[src/rtl/mmio_uart.sv]
// mmio_uart: memory-mapped UART with TX/RX FIFOs, programmable baud divisor
// and sticky error flags. Registers: DATA at BASE_ADDR, STATUS at +1, DIV at +2.
// Optional build macro UART_PARITY_EN adds an even-parity bit (11-bit frame);
// without it frames are 10 bits and par_err reads 0.
module mmio_uart #(
  parameter logic [31:0] BASE_ADDR   = 32'h0000_C004,
  parameter int          FIFO_DEPTH  = 8,
  parameter logic [15:0] DEFAULT_DIV = 16'd434
) (
  input  logic        clk,
  input  logic        rst,
  input  logic [31:0] addr,
  input  logic        re,
  input  logic        we,
  input  logic [31:0] wdata,
  output logic [31:0] rdata,
  output logic        hit,
  input  logic        rxd,
  output logic        txd,
  output logic        rx_avail
);

  localparam int         PW     = (FIFO_DEPTH > 1) ? $clog2(FIFO_DEPTH) : 1;
  localparam logic [3:0] DEPTH4 = 4'(FIFO_DEPTH);

  // Pointer advance with explicit wrap so any depth up to 8 behaves as a ring.
  function automatic logic [PW-1:0] ptr_inc(input logic [PW-1:0] p);
    return (p == PW'(FIFO_DEPTH - 1)) ? '0 : p + PW'(1);
  endfunction

  // ---------------- address decode and bus strobes ----------------
  logic sel_data, sel_stat, sel_div;
  assign sel_data = (addr == BASE_ADDR);
  assign sel_stat = (addr == BASE_ADDR + 32'd1);
  assign sel_div  = (addr == BASE_ADDR + 32'd2);
  assign hit      = sel_data | sel_stat | sel_div;

  logic wr_data, wr_stat, wr_div, rd_pop;
  logic [3:0] tx_cnt_q, rx_cnt_q;
  assign wr_data = we & sel_data;
  assign wr_stat = we & sel_stat;
  assign wr_div  = we & sel_div;
  // A simultaneous write wins over the read side effect.
  assign rd_pop  = re & ~we & sel_data & (rx_cnt_q != 4'd0);

  // ---------------- baud divisor ----------------
  logic [15:0] div_q;

  // Divisor register, clamped to a minimum of 4 clocks per bit.
  always_ff @(posedge clk) begin
    if (rst)
      div_q <= DEFAULT_DIV;
    else if (wr_div)
      div_q <= (wdata[15:0] < 16'd4) ? 16'd4 : wdata[15:0];
  end

  // ---------------- TX FIFO ----------------
  logic [7:0]    tx_mem_q [FIFO_DEPTH];
  logic [PW-1:0] tx_wp_q, tx_rp_q;
  logic          tx_push, tx_pop;
  logic [7:0]    tx_head;

  assign tx_push = wr_data & (tx_cnt_q != DEPTH4);
  assign tx_head = tx_mem_q[tx_rp_q];

  // TX storage array (no reset so it maps to plain memory).
  always_ff @(posedge clk) begin
    if (tx_push)
      tx_mem_q[tx_wp_q] <= wdata[7:0];
  end

  // TX ring pointers and occupancy count.
  always_ff @(posedge clk) begin
    if (rst) begin
      tx_wp_q  <= '0;
      tx_rp_q  <= '0;
      tx_cnt_q <= 4'd0;
    end else begin
      if (tx_push) tx_wp_q <= ptr_inc(tx_wp_q);
      if (tx_pop)  tx_rp_q <= ptr_inc(tx_rp_q);
      case ({tx_push, tx_pop})
        2'b10:   tx_cnt_q <= tx_cnt_q + 4'd1;
        2'b01:   tx_cnt_q <= tx_cnt_q - 4'd1;
        default: tx_cnt_q <= tx_cnt_q;
      endcase
    end
  end

  // ---------------- TX FSM ----------------
  typedef enum logic [2:0] {
    TX_IDLE,
    TX_START,
    TX_DATA,
`ifdef UART_PARITY_EN
    TX_PAR,
`endif
    TX_STOP
  } tx_state_t;

  tx_state_t   tx_state_q;
  logic [15:0] tx_tmr_q, tx_div_q;
  logic [7:0]  tx_shift_q;
  logic [2:0]  tx_bit_q;
  logic        tx_par_q;
  logic        txd_q;

  // A new byte is taken from idle, or straight out of the stop bit so that
  // consecutive bytes leave no extra idle time.
  assign tx_pop = (tx_cnt_q != 4'd0) &&
                  ((tx_state_q == TX_IDLE) ||
                   ((tx_state_q == TX_STOP) && (tx_tmr_q == 16'd0)));

  // Transmit sequencer: start, 8 data bits LSB first, optional parity, stop.
  always_ff @(posedge clk) begin
    if (rst) begin
      tx_state_q <= TX_IDLE;
      tx_tmr_q   <= 16'd0;
      tx_div_q   <= DEFAULT_DIV;
      tx_shift_q <= 8'd0;
      tx_bit_q   <= 3'd0;
      tx_par_q   <= 1'b0;
      txd_q      <= 1'b1;
    end else begin
      case (tx_state_q)
        TX_START: begin
          if (tx_tmr_q == 16'd0) begin
            txd_q      <= tx_shift_q[0];
            tx_tmr_q   <= tx_div_q - 16'd1;
            tx_bit_q   <= 3'd0;
            tx_state_q <= TX_DATA;
          end else begin
            tx_tmr_q <= tx_tmr_q - 16'd1;
          end
        end
        TX_DATA: begin
          if (tx_tmr_q == 16'd0) begin
            tx_tmr_q <= tx_div_q - 16'd1;
            if (tx_bit_q == 3'd7) begin
`ifdef UART_PARITY_EN
              txd_q      <= tx_par_q;
              tx_state_q <= TX_PAR;
`else
              txd_q      <= 1'b1;
              tx_state_q <= TX_STOP;
`endif
            end else begin
              tx_shift_q <= {1'b0, tx_shift_q[7:1]};
              txd_q      <= tx_shift_q[1];
              tx_bit_q   <= tx_bit_q + 3'd1;
            end
          end else begin
            tx_tmr_q <= tx_tmr_q - 16'd1;
          end
        end
`ifdef UART_PARITY_EN
        TX_PAR: begin
          if (tx_tmr_q == 16'd0) begin
            txd_q      <= 1'b1;
            tx_tmr_q   <= tx_div_q - 16'd1;
            tx_state_q <= TX_STOP;
          end else begin
            tx_tmr_q <= tx_tmr_q - 16'd1;
          end
        end
`endif
        default: begin
          // TX_IDLE and TX_STOP: both may launch the next byte.
          if ((tx_state_q == TX_STOP) && (tx_tmr_q != 16'd0)) begin
            tx_tmr_q <= tx_tmr_q - 16'd1;
          end else if (tx_pop) begin
            tx_shift_q <= tx_head;
            tx_par_q   <= ^tx_head;
            tx_div_q   <= div_q;
            tx_tmr_q   <= div_q - 16'd1;
            txd_q      <= 1'b0;
            tx_state_q <= TX_START;
          end else begin
            txd_q      <= 1'b1;
            tx_state_q <= TX_IDLE;
          end
        end
      endcase
    end
  end

  assign txd = txd_q;

  // ---------------- RX synchronizer ----------------
  logic rx_s1_q, rx_s2_q, rx_s3_q;

  // Two-flop synchronizer plus one delayed copy for falling-edge detection.
  always_ff @(posedge clk) begin
    if (rst) begin
      rx_s1_q <= 1'b1;
      rx_s2_q <= 1'b1;
      rx_s3_q <= 1'b1;
    end else begin
      rx_s1_q <= rxd;
      rx_s2_q <= rx_s1_q;
      rx_s3_q <= rx_s2_q;
    end
  end

  // ---------------- RX FSM ----------------
  typedef enum logic [2:0] {
    RX_IDLE,
    RX_START,
    RX_DATA,
`ifdef UART_PARITY_EN
    RX_PAR,
`endif
    RX_STOP
  } rx_state_t;

  rx_state_t   rx_state_q;
  logic [15:0] rx_tmr_q, rx_div_q;
  logic [7:0]  rx_shift_q;
  logic [2:0]  rx_bit_q;
  logic        rx_par_ok;

`ifdef UART_PARITY_EN
  logic rx_par_bad_q;
  assign rx_par_ok = ~rx_par_bad_q;
`else
  assign rx_par_ok = 1'b1;
`endif

  // Receive sequencer: mid-bit sampling, start-bit glitch rejection.
  always_ff @(posedge clk) begin
    if (rst) begin
      rx_state_q <= RX_IDLE;
      rx_tmr_q   <= 16'd0;
      rx_div_q   <= DEFAULT_DIV;
      rx_shift_q <= 8'd0;
      rx_bit_q   <= 3'd0;
`ifdef UART_PARITY_EN
      rx_par_bad_q <= 1'b0;
`endif
    end else begin
      case (rx_state_q)
        RX_IDLE: begin
          if (rx_s3_q && !rx_s2_q) begin
            rx_div_q   <= div_q;
            rx_tmr_q   <= {1'b0, div_q[15:1]} - 16'd1;
            rx_state_q <= RX_START;
`ifdef UART_PARITY_EN
            rx_par_bad_q <= 1'b0;
`endif
          end
        end
        RX_START: begin
          if (rx_tmr_q == 16'd0) begin
            if (rx_s2_q) begin
              rx_state_q <= RX_IDLE;
            end else begin
              rx_tmr_q   <= rx_div_q - 16'd1;
              rx_bit_q   <= 3'd0;
              rx_state_q <= RX_DATA;
            end
          end else begin
            rx_tmr_q <= rx_tmr_q - 16'd1;
          end
        end
        RX_DATA: begin
          if (rx_tmr_q == 16'd0) begin
            rx_shift_q <= {rx_s2_q, rx_shift_q[7:1]};
            rx_tmr_q   <= rx_div_q - 16'd1;
            rx_bit_q   <= rx_bit_q + 3'd1;
            if (rx_bit_q == 3'd7) begin
`ifdef UART_PARITY_EN
              rx_state_q <= RX_PAR;
`else
              rx_state_q <= RX_STOP;
`endif
            end
          end else begin
            rx_tmr_q <= rx_tmr_q - 16'd1;
          end
        end
`ifdef UART_PARITY_EN
        RX_PAR: begin
          if (rx_tmr_q == 16'd0) begin
            rx_par_bad_q <= (rx_s2_q != ^rx_shift_q);
            rx_tmr_q     <= rx_div_q - 16'd1;
            rx_state_q   <= RX_STOP;
          end else begin
            rx_tmr_q <= rx_tmr_q - 16'd1;
          end
        end
`endif
        default: begin
          // RX_STOP: back to idle right after the mid-bit sample.
          if (rx_tmr_q == 16'd0)
            rx_state_q <= RX_IDLE;
          else
            rx_tmr_q <= rx_tmr_q - 16'd1;
        end
      endcase
    end
  end

  // ---------------- RX FIFO ----------------
  logic          rx_stop_tick, rx_good, rx_push, ovf_set, frm_set;
  logic [7:0]    rx_mem_q [FIFO_DEPTH];
  logic [PW-1:0] rx_wp_q, rx_rp_q;

  assign rx_stop_tick = (rx_state_q == RX_STOP) && (rx_tmr_q == 16'd0);
  assign rx_good      = rx_stop_tick & rx_s2_q & rx_par_ok;
  assign rx_push      = rx_good & (rx_cnt_q != DEPTH4);
  assign ovf_set      = rx_good & (rx_cnt_q == DEPTH4);
  assign frm_set      = rx_stop_tick & ~rx_s2_q;

  // RX storage array.
  always_ff @(posedge clk) begin
    if (rx_push)
      rx_mem_q[rx_wp_q] <= rx_shift_q;
  end

  // RX ring pointers and occupancy count.
  always_ff @(posedge clk) begin
    if (rst) begin
      rx_wp_q  <= '0;
      rx_rp_q  <= '0;
      rx_cnt_q <= 4'd0;
    end else begin
      if (rx_push) rx_wp_q <= ptr_inc(rx_wp_q);
      if (rd_pop)  rx_rp_q <= ptr_inc(rx_rp_q);
      case ({rx_push, rd_pop})
        2'b10:   rx_cnt_q <= rx_cnt_q + 4'd1;
        2'b01:   rx_cnt_q <= rx_cnt_q - 4'd1;
        default: rx_cnt_q <= rx_cnt_q;
      endcase
    end
  end

  // ---------------- sticky flags ----------------
  logic rx_ovf_q, frm_err_q, par_err;

  // Sticky error flags: write-1-to-clear, a new event in the same cycle wins.
  always_ff @(posedge clk) begin
    if (rst) begin
      rx_ovf_q  <= 1'b0;
      frm_err_q <= 1'b0;
    end else begin
      rx_ovf_q  <= ovf_set | (rx_ovf_q  & ~(wr_stat & wdata[8]));
      frm_err_q <= frm_set | (frm_err_q & ~(wr_stat & wdata[9]));
    end
  end

`ifdef UART_PARITY_EN
  logic par_err_q, par_set;
  assign par_set = (rx_state_q == RX_PAR) && (rx_tmr_q == 16'd0) &&
                   (rx_s2_q != ^rx_shift_q);

  // Sticky parity error flag.
  always_ff @(posedge clk) begin
    if (rst)
      par_err_q <= 1'b0;
    else
      par_err_q <= par_set | (par_err_q & ~(wr_stat & wdata[10]));
  end
  assign par_err = par_err_q;
`else
  assign par_err = 1'b0;
`endif

  // ---------------- read mux ----------------
  logic [3:0] tx_free;
  assign tx_free  = DEPTH4 - tx_cnt_q;
  assign rx_avail = (rx_cnt_q != 4'd0);

  // Combinational register read, decoded purely from addr.
  always_comb begin
    rdata = 32'h0000_DEAD;
    if (sel_data)
      rdata = rx_avail ? {24'b0, rx_mem_q[rx_rp_q]} : 32'h0;
    else if (sel_stat)
      rdata = {21'b0, par_err, frm_err_q, rx_ovf_q, rx_cnt_q, tx_free};
    else if (sel_div)
      rdata = {16'b0, div_q};
  end

  logic unused_wdata;
  assign unused_wdata = ^wdata[31:16];

endmodule

[config.mk]
export PLATFORM = sky130hd
export DESIGN_NAME = mmio_uart
export DESIGN_NICKNAME = d
export VERILOG_FILES = /design/src/rtl/mmio_uart.sv
export SDC_FILE = /design/constraint.sdc
export NUM_CORES = 1
export LEC_CHECK = 0
export ABC_AREA = 1
export BUFFER_PORTS_ARGS = -buffer_cell sky130_fd_sc_hd__buf_2
export CAP_MARGIN = 0
export CORE_ASPECT_RATIO = 1.1
export CORE_UTILIZATION = 44
export CTS_CLUSTER_SIZE = 25
export DETAILED_ROUTE_END_ITERATION = 16
export GPL_ROUTABILITY_DRIVEN = 0
export MAX_ROUTING_LAYER = met4
export SETUP_SLACK_MARGIN = 0.05
export SLEW_MARGIN = 20
export SYNTH_ARGS = -nofsm -noshare
export SYNTH_HDL_FRONTEND = slang
export SYNTH_SLANG_ARGS = --single-unit
[constraint.sdc]
create_clock -name clk -period 6.2 [get_ports clk]
set_clock_uncertainty 0.2 [all_clocks]
set_input_delay 0.31 -clock clk [delete_from_list [all_inputs] [get_ports clk]]
set_output_delay 0.31 -clock clk [all_outputs]
set_load 0.02 [all_outputs]
==> Yosys cells after proc, flatten, opt, wreduce, memory -nomap -nowiden <==
Memory sizes are Yosys's and may differ from the RTL's. A register that Yosys moved wholly into a read port is not among the register bits.
Cells that the tools add are included.
{ "word_totals": {"register_bits": 134, "mem_bits_rw": 128, "input_bits": 69, "output_inout_bits": 35, "word_cells": 197, "memories": 2} }
{ "memory_table": {"columns": ["name", "words", "word_bits", "read_ports", "rd_clocked_by_memory_dff", "write_ports", "line", "source"], "rows": [
  ["rx_mem_q", 8, 8, 1, 1, 1, "304", "logic [7:0] rx_mem_q [FIFO_DEPTH];"],
  ["tx_mem_q", 8, 8, 1, 1, 1, "58", "logic [7:0] tx_mem_q [FIFO_DEPTH];"]
]} }
{ "classes": {"add_sub_neg": 17, "order_cmp": 1, "n_eq_ne": 35, "n_mux": 61, "n_bitwise": 26, "n_reduce_logical": 32} }
{ "ops": {"columns": ["cell", "count"], "rows": [
  ["$mux 16", 13],
  ["$eq 32x16->1 const B", 3],
  ["$sub 16x1->16 const B", 5],
  ["$mux 3", 23],
  ["$pmux 16 s3", 1],
  ["$mux 8", 5],
  ["$logic_not 16->1", 2],
  ["$add 3x1->3 const B", 6],
  ["$eq 3x3->1 const B", 6],
  ["$ne 2x2->1 const B", 9],
  ["$pmux 3 s2", 3],
  ["$lt 16x3->1 const B", 1],
  ["$pmux 4 s2", 2],
  ["$pmux 8 s2", 1],
  ["$reduce_bool 16->1", 1],
  ["$sub 15x1->16 const B", 1],
  ["$and 1x1->1", 15],
  ["$eq 3x2->1 const B", 4],
  ["$reduce_and 4->1", 3],
  ["$reduce_bool 2->1", 6],
  ["$mux 1", 10],
  ["$reduce_and 5->1", 2],
  ["$pmux 3 s3", 1],
  ["$reduce_and 3->1", 3],
  ["other kinds (24)", 46]
]} }

==> Depth between registers and ports, before layout <==
Gate-level depths: netlist of run 1.
{ "logic_depth": {"depth_word": 7, "depth_mapped": 22, "depth_no_buf": 22} }

==> Least setup slack after synthesis of run 1 <==
Ideal clock, no wire load.
{ "synth_timing": {"kind": "register -> register", "startpoint": "register rx_tmr_q[0]", "endpoint": "memory rx_mem_q[1][0], enable pin", "setup_ns": 0.383, "arrival_ns": 1.965, "required_ns": 5.617, "slack_ns": 3.652, "stages_incl_launch_ff": 9, "path_buffers": 0, "synth_period_minus_slack_ns": 2.548, "path_cell_list": "dfxtp_1 > inv_1 > ha_1 > nand3_1 > nor2_1 > nand3_2 > nor4_4 > nand2_1 > nor3_1"} }
{ "synth_between": {"elab_chain_len": 6} }
{ "synth_lines": {"columns": ["item", "line", "source"], "rows": [
  ["start: declaration", "216", "logic [15:0] rx_tmr_q, rx_div_q;"],
  ["start signal: assignment", "244", "rx_tmr_q <= {1'b0, div_q[15:1]} - 16'd1;"],
  ["start signal: assignment", "256", "rx_tmr_q <= rx_div_q - 16'd1;"],
  ["start signal: assignment", "261", "rx_tmr_q <= rx_tmr_q - 16'd1;"],
  ["$logic_not 16->1", "307", "assign rx_stop_tick = (rx_state_q == RX_STOP) && (rx_tmr_q == 16'd0);"],
  ["$logic_and 1x1->1", "307", null],
  ["$and 1x1->1", "308", "assign rx_good = rx_stop_tick & rx_s2_q & rx_par_ok;"],
  ["$and 1x1->1", "309", "assign rx_push = rx_good & (rx_cnt_q != DEPTH4);"],
  ["$mux 1", "315", "if (rx_push)"],
  ["$mux 1 (not written as such)", "316", "rx_mem_q[rx_wp_q] <= rx_shift_q;"],
  ["end: declaration", "304", null]
]} }
Every way passes these cells.

==> Worst setup path after layout of run 1 <==
{ "layout_timing": {"startpoint": "register rx_tmr_q[0]", "endpoint": "memory rx_mem_q[2][4], enable pin"} }
Same word-level chain as after synthesis.

==> flow_summary_export.csv, run 1 <==
group,metric,value,unit
drt,drt-vias-per-instance,5.36,
die,coreArea,31600,µm²
die,die_w,173,µm
synthesis,syn_area_per_cell,7.99,µm²
cts,clkSlewWorstSetupHoldPaths,0.06,ns
timing,min_period,3.31,ns
synthesis,synth.area.top_cells,"edfxtp_1 (27%), dfxtp_1 (19%), nand2_1 (8.2%)",
cts,numClockSinks,266,
drt,drc,0,
layout,drive_gt1_share,10.1,%
place,post_dp_cell_area,14800,µm²
worst_setup_path,path_class,"flip-flop to flip-flop",
drt,antenna_left,0,
layout,num-fill-cells,3116,
worst_setup_path,cp-start-kind,"flip-flop",
cts,cts.path.max_buffers,3,
cts,clock_latency,0.56,ns
worst_setup_path,worstPathRequired,6.16,ns
die,initial_utilization,44.9,%
timing,max_slew.worst_pin.slew,1.08,ns
drt,vias,12300,
global_routing,grt_util_all_layers,24.4,%
drt,drtPass1Iterations,7,
place,dpl.hpwl,27.3,mm
place,place_ws,2.85,ns
min_path,min_path_type,"input pin to flip-flop",
layout,multi_input_area,6520,µm²
timing,setup_viol,0,
layout,postLayoutCellArea,16000,µm²
synthesis,yosys.area.top_type,"edfxtp_1",
synthesis,synth_edf_count,128,
synthesis,synth_top_area_share,27.1,%
drt,routed_wl,38.7,mm
cts,ctsHtreeMaxLevel,1,
worst_setup_path,crit_path_end_kind,"flip-flop",
worst_setup_path,crit_arrival,3.26,ns
timing,period_share,53.3,%
cts,cts_setup_buffers,0,
synthesis,synth_cells,1775,
die,die_h,190,µm
timing,relSlewSlack,28.0,%
cts,cts_hold_buf,17,
die,rows,68,
layout,seqCellArea,6610,µm²
pwr,power_density,413,nW/µm²
run_status,status,"finished, final reports clean",
synthesis,ys.flop_type,"dfxtp_1",
die,ioPinCount,104,
global_routing,grt_antenna_before_repair,0,
synthesis,yosysMostFrequentCell,"nand2_1",
worst_setup_path,path_max_fanout,10,
die,die-area,32900,µm²
timing,fmax,0.302,GHz
synthesis,ys_seq_area_share,46.6,%
timing,setup_slack,2.89,ns
cts,cts_buffers,29,
drt,routedWlPerCell,16.9,µm
layout,fin_nets,1947,
layout,area_growth_syn_to_layout,12.5,%
cts,root_buffer,"clkbuf_16",
cts,ctsResizeCount,0,
global_routing,grt_pass1_wl,61.6,mm
pwr,p_leak,6.37,nW
synthesis,synth_common_cells,"nand2_1 (309), nor2_1 (264), inv_1 (162), o21ai_0 (161), dfxtp_1 (138)",
synthesis,synth_area,14200,µm²
timing,hold_violations,0,
timing,rsz0062_at_grt,"false",
drt,drtIter0Drc,874,
global_routing,grt_max_degree,50,
timing,holdWs,0.0373,ns
cts,tritoncts,"yes",
layout,utilization,50.6,%
pwr,irDropWorstVdd,0.271,mV
synthesis,async_flop_share,0,%
run,cap_violations,0,
synthesis,synth.distinct_cells,52,
place,port-buffer-count,71,
synthesis,yosys_warnings,0,
timing,fin_setup_tns,0,ns
timing,slew_viol_final,0,
synthesis,synth-seq-cells,266,
global_routing,grt-ovfl-total,0,
global_routing,first_global_vias,11500,
layout,antenna_cells,0,
==> layer usage <==
layer | GRT usage (%) | part of all wire [%] | up-vias
li1 | - | - | 6134
met1 | 31.3 | 45 | 5768
met2 | 40.4 | 48 | 283
met3 | 2.91 | 4.4 | 68
met4 | 7.52 | 2.9 | 0
met5 | - | 0 | -
==> power by group <==
group | total, mW | internal [mW] | switching [mW]
Clock | 1.79 | 1.04 | 0.756
Combinational | 2.59 | 0.826 | 1.77
Sequential | 2.21 | 2.03 | 0.182
==> per-stage QoR <==
stage	std cells	total power, mW
final	2287	6.59
after global routing	2287	7.09
after CTS	2287	6.62
after detailed placement	2216	4.81
after global placement	2216	4.78
after floorplan	1790	4.26
==> worst paths after layout <==
kind	cells after the start	startpoint	to	slack, ns
worst min-delay path	5	addr[1]	frm_err_q	0.04
worst min register to register	1	rx_s1_q	rx_s2_q	0.21
worst max register to register	8	rx_tmr_q[0]	rx_mem_q[2][4]	2.89
worst max-delay path	8	rx_tmr_q[0]	rx_mem_q[2][4]	2.89
==> cells in the final DEF, fill, tap and decap left out, drive strengths merged, types with 41 or more instances in the layout <==
cell type | Yosys | layout
edfxtp | 128 | 128
a21oi | 97 | 97
nor3 | 41 | 41
o21ai | 180 | 180
dfxtp | 138 | 138
buf | 39 | 88
nor2 | 279 | 279
nand2 | 314 | 314
inv | 172 | 179
nand3 | 111 | 111
==> state kept, by name (all words and copies together), names as in the netlist, 2 cells and up, named ones only <==
register and count:
tx_state_q 2, div_q 16, rx_shift_q 8, rx_div_q 16, rx_wp_q 3, tx_shift_q 8, tx_tmr_q 16, tx_bit_q 3
tx_wp_q 3, rx_rp_q 3, rx_bit_q 3, tx_cnt_q 4, tx_rp_q 3, tx_mem_q 64, rx_tmr_q 16, rx_state_q 2
tx_div_q 16, rx_cnt_q 4, rx_mem_q 64
==> worst max-delay path, stage by stage, from the launching register on <==
cell and delay, ns:
dfxtp_1 0.31, inv_1 0.15, ha_1 0.25, nand3_1 0.09
nor2_1 0.12, nand3_2 0.32, nor4_4 0.39, nand2_1 0.22
nor3_1 0.85
==> cell type report <==
cell class	instances	share of cell area (%)
Clock buffer	30	4.57
Clock inverter	24	1.62
Inverter	176	4.17
Multi-Input combinational cell	1266	40.9
Sequential cell	266	41.4
Tap cell	420	3.29
Timing Repair Buffer	105	4.09
==> kinds of logic after synthesis <==
kind of cell             share of synthesized area [%]
AND/OR/NAND/NOR                                   24.1
AO/OA/AOI/OAI                                     14.7
flip-flops                                        46.6
buffers and inverters                             7.93
XOR/XNOR                                          3.09
adder cells (fa/ha/maj)                           3.00
multiplexers                                     0.565
other                                           0.0264
Power figures use the tool's default switching activity.
==> run 2: changes to the inputs <==
ABC_AREA = 0   (was 1)
clock period = 3 ns   (was 6.2 ns; I/O delays follow)
==> run 2 against run 1 <==
Clock power grew 92%. Non-clock buffer count grew 111. Die area shrank 3.9%. Via count shrank 11%. Final area grew 2.8%. Flip-flop and latch count is the same. Core utilization grew 3.3 points. Worst setup slack lost 2.8 ns. Power grew 67%. Final cell count shrank 15%.
==> flow_summary_export.csv, run 2 <==
group,metric,value,unit
drt,vias,10900,
drt,drtIter0Drc,794,
layout,final_cells,1951,
cts,root_buffer,"clkbuf_16",
synthesis,ys_seq_area_share,48.5,%
die,die_w,170,µm
global_routing,grtUsageMet1,30.5,%
layout,area_growth_syn_to_layout,20.4,%
die,rows,67,
global_routing,grt_pass1_wl,57.4,mm
global_routing,gr-usage-met2,38.3,%
drt,routed_wl,36.4,mm
worst_setup_path,worstPathRequired,3.29,ns
layout,fin_nets,1616,
die,die_h,187,µm
drt,drt-vias-per-instance,5.58,
drt,drtPass1Iterations,6,
drt,antenna_left,0,
synthesis,synth_area,13600,µm²
synthesis,synth_cells,1353,
cts,tritoncts,"yes",
cts,clkSlewWorstSetupHoldPaths,0.06,ns
synthesis,ys.flop_type,"dfxtp_1",
worst_setup_path,crit_path_end_kind,"flip-flop",
place,dp_cells,1866,
place,dpl.hpwl,25.8,mm
timing,max_slew.worst_pin.slew,0.773,ns
synthesis,synth_common_cells,"nand2_1 (178), dfxtp_1 (138), edfxtp_1 (128), nor2_1 (102), a21oi_1 (97)",
cts,cts_buffers,29,
cts,ctsHtreeMaxLevel,1,
synthesis,synth-seq-cells,266,
layout,layout_common_cells,"nand2_1 (177), dfxtp_1 (133), edfxtp_1 (128)",
min_path,min_path_type,"input pin to flip-flop",
cts,clock_latency,0.57,ns
global_routing,first_global_vias,10600,
timing,hold_violations,0,
synthesis,yosys.area.top_type,"edfxtp_1",
pwr,p_leak,5.92,nW
synthesis,yosys_warnings,0,
layout,reg_top3,"rx_mem_q: 64 flops, tx_mem_q: 64 flops",
worst_setup_path,cp-start-kind,"flip-flop",
die,initial_utilization,44.8,%
synthesis,async_flop_share,0,%
synthesis,synth.distinct_cells,86,
run_status,status,"finished, final reports clean",
layout,drive_gt1_share,22.2,%
synthesis,synth_edf_count,128,
timing,rsz0062_at_grt,"true",
timing,relSlewSlack,48.4,%
drt,drc,0,
synthesis,synth_top_area_share,28.2,%
layout,final_common_cell,"nand2_1",
global_routing,top_usage_layer,"met2",
pwr,total_power,11.0,mW
synthesis,syn_area_per_cell,10.1,µm²
synthesis,yosysMostFrequentCell,"nand2_1",
run,cap_violations,0,
timing,slew_viol_final,0,
timing,fmax,0.342,GHz
layout,utilization,53.9,%
worst_setup_path,crit_arrival,3.21,ns
die,coreArea,30400,µm²
worst_setup_path,path_max_fanout,3,
global_routing,grt_util_all_layers,23.7,%
synthesis,synth.area.top_cells,"edfxtp_1 (28%), dfxtp_1 (20%), mux4_2 (5.3%)",
timing,min_period,2.93,ns
die,die-area,31700,µm²
pwr,power_density,671,nW/µm²
global_routing,grt_antenna_before_repair,1,
die,ioPinCount,104,
timing,period_share,97.5,%
worst_setup_path,path_class,"flip-flop to flip-flop",
cts,cts.path.max_buffers,3,
pwr,irDropWorstVdd,0.636,mV
global_routing,grt-ovfl-total,0,
place,port-buffer-count,71,
global_routing,gr-usage-met3,2.88,%
drt,routedWlPerCell,18.7,µm
timing,setup_viol,0,
cts,numClockSinks,266,
global_routing,grt_max_degree,75,
==> run 2: changes by cell type after synthesis, moves of 14 or more <==
cell,before,now
clkbuf_1,43,67
inv_1,162,25
mux2i_1,8,34
mux4_2,0,32
nand2_1,309,178
nand3_1,108,40
nor2_1,264,102
nor4_1,6,30
o211ai_1,31,7
o21ai_0,161,51
o21ai_1,18,1
xnor2_1,12,26
==> run 2: metrics by stage <==
| stage | TNS (ns) | worst slack, ns | hold slack, ns | area (µm²) |
|---|---|---|---|---|
| finish | 0 | 0.0745 | 0.0394 | 16400 |
| global placement | 0 | 0.00389 | 0.138 | 15100 |
| detailed placement | -0.147 | -0.0659 | 0.139 | 15100 |
| global route | -0.148 | -0.0715 | 0.0893 | 16400 |
| floorplan | -0.137 | -0.137 | 0.0489 | 13800 |
| CTS | 0 | 0.0378 | 0.0240 | 16300 |
==> run 2: report_power, final <==
| group | total, mW | leakage (nW) | switching, mW | internal (mW) |
|---|---|---|---|---|
| clock | 3.43 | 0.460 | 1.50 | 1.93 |
| combinational | 3.53 | 3.17 | 2.04 | 1.48 |
| sequential | 4.05 | 2.28 | 0.134 | 3.91 |
| total | 11.0 | 5.92 | 3.67 | 7.33 |
==> run 2: layer usage <==
layer	wire length [µm]	part of all wire (%)
met4	1240	3.4
met2	17400	48
met5	0	0
met1	16100	44
met3	1670	4.6
==> run 2: final timing paths <==
check	startpoint	to	slack, ns	cells after the start
worst min-delay path	addr[24]	tx_wp_q[2]	0.04	6
worst max-delay path	rx_tmr_q[0]	rx_cnt_q[2]	0.07	15
worst max register to register	rx_tmr_q[0]	rx_cnt_q[2]	0.07	15
worst min register to register	rx_s1_q	rx_s2_q	0.21	1
==> run 2: repair_timing <==
item,4_1_cts,5_1_grt
resized for setup,8,22
endpoints found under the hold margin,111,0
cloned,0,0
hold buffers,26,0
endpoints found under the setup margin,3,9
setup buffers,1,3
pin swaps,4,2
==> run 2: cell families (layout without fill, tap and decap cells) <==
logic type               count (synthesis)  after routing  synth area share [%]
AND/OR/NAND/NOR                        526            526                  19.6
AO/OA/AOI/OAI                          258            258                  12.1
multiplexers                            71             71                  8.20
buffers and inverters                  130            298                  4.17
XOR/XNOR                                67             67                  4.31
other                                    1             17                0.0275
adder cells (fa/ha/maj)                 34             34                  3.12
flip-flops                             266            266                  48.5
==> run 2: layout make-up <==
type / count / area [µm²]
Antenna cell: 1 / 2.50
Clock buffer: 38 / 821
Clock inverter: 16 / 97.6
Fill cell: 2768 / 14000
Inverter: 28 / 105
Multi-Input combinational cell: 972 / 6700
Sequential cell: 266 / 6610
Tap cell: 414 / 518
Timing Repair Buffer: 216 / 1540
==> run 2: worst max-delay path, cell delays in order (launching register included) <==
cell     delay [ns]
dfxtp_2        0.32
inv_2          0.05
ha_2           0.15
or4b_4         0.48
nor3_4         0.15
nand2_2        0.11
nor2_4         0.12
inv_2          0.07
ha_4           0.16
xor2_1         0.15
ha_2           0.23
nor3_2         0.04
a21oi_1        0.15
nor2_2         0.06
o31a_1         0.30
nor3_2         0.10
